### src/rtl/vedic_mac_accumulator.sv
// Multiply-accumulate stage: a 2x2 vedic multiplier feeding an accumulator that
// sums NUM_TERMS products into one result, with valid/ready on both sides.

module vedic_mul_2x2 (
  input  logic [1:0] A,
  input  logic [1:0] B,
  output logic [3:0] M
);
  logic p0, s1, c1, s2, c2;

  // Vertical and crosswise partial products combined with two half adders.
  assign p0 = A[0] & B[0];
  assign s1 = (A[1] & B[0]) ^ (A[0] & B[1]);
  assign c1 = (A[1] & B[0]) & (A[0] & B[1]);
  assign s2 = (A[1] & B[1]) ^ c1;
  assign c2 = (A[1] & B[1]) & c1;
  assign M  = {c2, s2, s1, p0};
endmodule

// Handshake: a beat moves when in_valid && in_ready at a rising edge; a result
// moves when out_valid && out_ready at a rising edge. in_ready is low in DONE.
module vedic_mac_accumulator #(
  parameter  int NUM_TERMS = 4,
  parameter  int ACC_W     = 8,
  localparam int CNT_W     = $clog2(NUM_TERMS + 1)
) (
  input  logic             clk,
  input  logic             rst,
  input  logic             clear,
  input  logic [1:0]       A,
  input  logic [1:0]       B,
  input  logic             in_valid,
  output logic             in_ready,
  output logic [ACC_W-1:0] acc_out,
  output logic             out_valid,
  input  logic             out_ready,
  output logic             overflow,
  output logic [CNT_W-1:0] count,
  output logic [1:0]       dbg_state
);
  typedef enum logic [1:0] {
    IDLE  = 2'd0,
    ACCUM = 2'd1,
    DONE  = 2'd2
  } state_t;

  state_t             state_q, state_d;
  logic [ACC_W-1:0]   acc_q, acc_d;
  logic [CNT_W-1:0]   cnt_q, cnt_d;
  logic               ovf_q, ovf_d;
  logic [3:0]         prod;
  logic [ACC_W:0]     sum;
  logic [CNT_W-1:0]   cnt_inc;
  logic               beat;

  vedic_mul_2x2 u_mul (
    .A (A),
    .B (B),
    .M (prod)
  );

  // Extra top bit of the sum is the carry-out that feeds the sticky flag.
  assign sum     = {1'b0, acc_q} + (ACC_W+1)'(prod);
  assign cnt_inc = cnt_q + CNT_W'(1);

  always_comb begin
    state_d   = state_q;
    acc_d     = acc_q;
    cnt_d     = cnt_q;
    ovf_d     = ovf_q;
    in_ready  = (state_q != DONE);
    out_valid = (state_q == DONE);
    beat      = in_valid && in_ready;
    case (state_q)
      IDLE: begin
        if (beat) begin
          acc_d   = ACC_W'(prod);
          cnt_d   = CNT_W'(1);
          ovf_d   = 1'b0;
          state_d = (NUM_TERMS == 1) ? DONE : ACCUM;
        end
      end
      ACCUM: begin
        if (beat) begin
          acc_d = sum[ACC_W-1:0];
          cnt_d = cnt_inc;
          ovf_d = ovf_q | sum[ACC_W];
          if (cnt_inc == CNT_W'(NUM_TERMS)) state_d = DONE;
        end
      end
      DONE: begin
        if (out_ready) begin
          state_d = IDLE;
          acc_d   = '0;
          cnt_d   = '0;
          ovf_d   = 1'b0;
        end
      end
      default: state_d = IDLE;
    endcase
    // Abort wins over any beat or result handshake in the same cycle.
    if (clear) begin
      state_d = IDLE;
      acc_d   = '0;
      cnt_d   = '0;
      ovf_d   = 1'b0;
    end
  end

  always_ff @(posedge clk) begin
    if (rst) begin
      state_q <= IDLE;
      acc_q   <= '0;
      cnt_q   <= '0;
      ovf_q   <= 1'b0;
    end else begin
      state_q <= state_d;
      acc_q   <= acc_d;
      cnt_q   <= cnt_d;
      ovf_q   <= ovf_d;
    end
  end

  assign acc_out   = acc_q;
  assign count     = cnt_q;
  assign overflow  = ovf_q;
  assign dbg_state = state_q;
endmodule

### config.mk
export PLATFORM = sky130hd
export DESIGN_NAME = vedic_mac_accumulator
export DESIGN_NICKNAME = d
export VERILOG_FILES = /design/src/rtl/vedic_mac_accumulator.sv
export SDC_FILE = /design/constraint.sdc
export NUM_CORES = 1
export LEC_CHECK = 0
export CAP_MARGIN = 5
export CORE_ASPECT_RATIO = 0.6
export CORE_MARGIN = 2
export CORE_UTILIZATION = 45
export DETAILED_ROUTE_END_ITERATION = 10
export PLACE_DENSITY = 0.78
export SLEW_MARGIN = 10
export SYNTH_ARGS = -nofsm -noshare
export SYNTH_HDL_FRONTEND = slang
export SYNTH_HIERARCHICAL = 1
export SYNTH_SLANG_ARGS = --single-unit
### constraint.sdc
create_clock -name clk -period 2.3 [get_ports clk]
set_input_delay 0.46 -clock clk [delete_from_list [all_inputs] [get_ports clk]]
set_output_delay 0.46 -clock clk [all_outputs]
set_load 0.005 [all_outputs]
======== Word level (Yosys, flattened, before mapping) ========
Cells that the tools add are included.
storage, ports and cells
  input bits .............................. 9
  logic and storage cells ................. 46
  bits in registers ....................... 14
  output and inout bits ................... 16
operators by class
  reduce and logical (&&, ||, !) cells .... 6
  add/sub/neg operators ................... 2
  muxes and demuxes ....................... 17
  bitwise gates (word level) .............. 9
  eq/ne operators ......................... 8
operators with widths
  operator               number
  $mux W8                3
  $pmux W8 S3            1
  $add A8 B4 Y9          1
  $mux W3                3
  $pmux W3 S3            1
  $mux W2                4
  $ne A2 B2 Y1 const B   4
  $reduce_and A4 Y1      2
  $and A1 B1 Y1          6
  $pmux W2 S3            1
  $add A3 B1 Y3 const B  1
  $eq A3 B3 Y1 const B   1
  $mux W1                3
  $pmux W1 S3            1
  $reduce_bool A3 Y1     1
  $eq A2 B1 Y1 const B   1
  $eq A2 B2 Y1 const B   1
  $logic_not A2 Y1       1
  $ne A2 B1 Y1 const B   1
  $reduce_or A2 Y1       1
  $xor A1 B1 Y1          2
  $logic_and A1 B1 Y1    1
  $or A1 B1 Y1           1

======== Depth between registers and ports, before layout ========
  word-level depth ........................ 7
  gate-level depth with buffers ........... 9
  depth with buffers taken out ............ 8

======== Modules after synthesis ========
Netlist, hierarchy kept.
by module, submodules not included
  module                 seq. area each (sq um)  area each (sq um)  cells an instance  instances
  vedic_mac_accumulator  280.3                   1,051.0            118                1
  vedic_mul_2x2          0.0                     80.1               10                 1

======== Worst setup path before layout ========
No wires, ideal clock.
  path kind ............................... in2reg
  start ................................... input port B[0]
  end ..................................... register acc_q[4] (netlist: acc_out[4])
  stages .................................. 9
  library setup time ...................... 67 ps
  data arrival time ....................... 2,244 ps
  required time ........................... 2,233 ps
  path buffers ............................ 1
  path slack .............................. -11 ps
  cells stage by stage .................... and2_1 ha_1 ha_1 buf_4 ha_1 a21o_2 a21oi_1 or4_4 a21oi_2
on the way
  cells in the longest elaborated chain, start to end .. 6
  elaborated cells between the ends (all ways) .. 9
  those cells by class .................... add/sub (1); mux (2); bitwise (6)
ends and longest elaborated chain
  item                        line  RTL
  start, declared             31    input logic [1:0] B,
  $and A1 B1 Y1 (2 in a row)  14    assign c1 = (A[1] & B[0]) & (A[0] & B[1]);
  $xor A1 B1 Y1               15    assign s2 = (A[1] & B[1]) ^ c1;
  named net u_mul.s2          9     logic p0, s1, c1, s2, c2;
  $add A8 B4 Y9               63    assign sum = {1'b0, acc_q} + (ACC_W+1)'(prod);
  $mux W8                     84    if (beat) begin
  $pmux W8 S3                 74    case (state_q)
  end signal, assigned        113   acc_q <= '0;
  end signal, assigned        118   acc_q <= acc_d;
  end, declared               48    logic [ACC_W-1:0] acc_q, acc_d;
The timed path passes the listed nets, and every way through them passes these cells. The select of a mux whose other input is x is not followed.
A chain may end at the register's enable or synchronous reset.

======== Final worst setup path ========
  start ................................... input port B[1]
  end ..................................... register acc_q[4] (netlist: acc_out[4])
on the way
  cells in the longest elaborated chain, start to end .. 6
  elaborated cells between the ends (all ways) .. 9
  those cells by class .................... add/sub (1); mux (2); bitwise (6)
ends and longest elaborated chain
  item                        line  RTL
  $and A1 B1 Y1 (2 in a row)  14
  $xor A1 B1 Y1 *             15
  named net prod[2]           51    logic [3:0] prod;
  $add A8 B4 Y9 *             63
  $mux W8 *                   84
  $pmux W8 S3 *               74
The timed path passes the listed nets; every way through them passes the cells marked *. The select of a mux whose other input is x is not followed.

==> flow_summary.ini <==
[outcome]
outcome = finished, final reports clean

[power]
power.share.sequential_pct = 39.5
comb_power_share_pct = 22.3
power.density_cell_area_nw_per_um2 = 429
total_switching_power_mw = 0.175
p_leak_nw = 0.596
clock_power_share_pct = 38.2
internal_power_mw = 0.474
ir_worst_vdd_uv = 223
p_sw_share_pct = 27.0

[clocking]
cts_made_buffers = 3
cts_setup_buffers = 0
cts_root_buf = sky130_fd_sc_hd__clkbuf_8
clk_transition_reported_paths_ps = 60
numClockSinks = 14
cts.hold.buffers_added = 0
cts_max_path_buffers = 2
cts.htree.levels = 1
insertion_delay_ps = 250
clock_tree_from_tritoncts = done

[worst_setup_path]
worstPathMaxFanout = 4
critPathCaptureType = register
critical_path.most_common_cell = sky130_fd_sc_hd__ha_4
timing.critical_path.arrival_ps = 2460
worstPathCellList = clkdlybuf4s50_1, and2_4, ha_4, ha_4, ha_4, a21o_2, a21oi_4, or4_4, a21oi_2
crit_required_ps = 2490
crit_type = input port to register
critPathMaxStageDelay_ps = 490
critPathSlowestCell = sky130_fd_sc_hd__clkdlybuf4s50_1
crit_path_start_kind = input port

[placed_design]
detailed_place.area_um2 = 1400
gpl.final_weighted_congestion = 0.794
dpl_worst_slack_ps = -415
dp.cells = 181
buffer_ports.inserted = 24
post-dp-hpwl_um = 2140

[final_layout]
finish.utilization_pct = 61.7
final_cells = 185
final_layout_size_suffix_gt1_share_pct = 19.6
insertedDiodeCount = 0
layout.nets = 177
final_cell_area_um2 = 1510
synth_to_layout_area_growth_pct = 33.8

[timing]
finClkSkew_ps = 4.73
finalSetupViolCount = 0
final.setup.worst_slack_ps = 35.2
timing.final.crit_period_ps = 2260
worst_hold_slack_ps = 524
timing_hold_violations_final = 0
final-max-slew-violation-count = 0
timing.final.crit_share_pct = 98.5
grt_setup_unrepaired = false
clock.fmax_ghz = 0.442
slew_headroom_pct = 67.0
worst_pin_slew_ps = 495

[yosys]
synth.yosys.seq_area_share_pct = 24.8
synth.distinct_cells = 49
synth-seq-cells = 14
yosys_most_used_dff = sky130_fd_sc_hd__dfxtp_1
synthesis.instances = 128
most_frequent_cells_after_synthesis = sky130_fd_sc_hd__dfxtp_1, sky130_fd_sc_hd__ha_1, sky130_fd_sc_hd__a21oi_1
post_synth_arst_share_pct = 0
synth_nets = 151
avgSynthCellArea_um2 = 8.84
syn-cell-area_um2 = 1130
synth.top_cell.area_share_pct = 24.8
ys_top_cells_by_area = sky130_fd_sc_hd__dfxtp_1, sky130_fd_sc_hd__ha_1, sky130_fd_sc_hd__a21oi_1
synth_area_leader_cell = sky130_fd_sc_hd__dfxtp_1
ys_warn_count = 6
synth.most_common_cell = sky130_fd_sc_hd__dfxtp_1
synth_enable_flop_cells = 0

[routing]
route.vias.total = 1093
dr.first_iter.drc_count = 114
vias_per_cell = 5.91
wl_per_cell_um = 15.7
first_pass_iters = 4
final_antenna_net_count = 0
drt_wl_total_um = 2910
drt_drc_violations_left = 0

[grt]
global_route.usage.total_pct = 22.9
via_count_of_the_first_global_routing_pass = 1051
global_route.overflow_total = 0
global_route_wire_length_before_repair_um = 4890
antenna_found_initial = 0
grt_max_degree = 13

[die]
design.core.area_um2 = 2450
dieWidth_um = 68.7
fp.dieH_um = 42.8
io_pins = 25
die_area_um2 = 2940
row_count = 14
floorplan.initialDensity_pct = 46.1

[run]
maxCapViolations = 0

[worst_hold_path]
worst_hold_path_type = register to register
layout by cell type (no fill, tap or decap), types with 4 or more instances in the layout:
| cell type | synthesis | routed |
|---|---|---|
| sky130_fd_sc_hd__nor3_1 | 4 | 4 |
| sky130_fd_sc_hd__ha_4 | 0 | 4 |
| sky130_fd_sc_hd__inv_1 | 7 | 7 |
| sky130_fd_sc_hd__nand3_1 | 6 | 6 |
| sky130_fd_sc_hd__buf_4 | 4 | 5 |
| sky130_fd_sc_hd__ha_1 | 13 | 9 |
| sky130_fd_sc_hd__nor2_1 | 4 | 4 |
| sky130_fd_sc_hd__a21oi_1 | 12 | 11 |
| sky130_fd_sc_hd__clkbuf_8 | 0 | 4 |
| sky130_fd_sc_hd__nand2_1 | 5 | 5 |
| sky130_fd_sc_hd__dfxtp_1 | 14 | 14 |
| sky130_fd_sc_hd__clkdlybuf4s50_1 | 0 | 23 |
worst max-delay path, delay by kind of cell:
| kind | cells | cell delay (ps) |
|---|---|---|
| fa+ha+maj | 3 | 610 |
| simple gates | 2 | 560 |
| buf+inv | 1 | 490 |
| compound gates | 3 | 330 |
flip-flops by register name, indices dropped and copies added (netlist names):
name       flops
acc_out        8
count          3
dbg_state      2
overflow       1
routing by layer:
metal	wire, µm	up-vias	GRT usage, %
met3	250	4	7.16
met4	25	0	6.27
met2	1320	44	34.6
met1	1310	525	31.2
met5	0	-	0
li1	-	520	-
worst paths after layout:
path	to	from	cells after the start	slack, ps
max	acc_out[4]	B[1]	9	40
min reg2reg	count[2]	count[2]	2	520
max reg2reg	count[2]	dbg_state[1]	6	230
min	count[2]	count[2]	2	520
kinds of logic after synthesis:
group | synth area share, %
AND/OR/NAND/NOR | 25.0
buffers and inverters | 8.07
XOR/XNOR | 1.55
adder cells (fa/ha/maj) | 16.2
flip-flops | 24.8
multiplexers | 2.65
AO/OA/AOI/OAI | 21.8
area by class of cell:
class | instances | area, µm²
Clock buffer | 4 | 55.1
Fill cell | 199 | 938
Inverter | 8 | 30.0
Multi-Input combinational cell | 98 | 828
Sequential cell | 14 | 280
Tap cell | 32 | 40.0
Timing Repair Buffer | 29 | 280
metrics by stage:
step	TNS, ps	power, mW
after floorplan	0	0.352
final	0	0.650
after detailed placement	-2330	0.393
after CTS	0	0.646
after global placement	-2010	0.387
after global routing	0	0.683
what timing repair did:
| action | CTS | global route |
|---|---|---|
| pin swaps | 0 | 3 |
| resized for setup | 3 | 6 |
| setup endpoints to repair | 7 | 7 |
power groups by stage:
stage,combinational [mW],sequential [mW],clock [mW]
finish,0.145,0.256,0.248
global route,0.156,0.257,0.270
CTS,0.138,0.256,0.252
detailed placement,0.132,0.261,0
global placement,0.126,0.261,0
floorplan,0.0917,0.261,0
No activity file was read; power rests on OpenSTA's default activity.
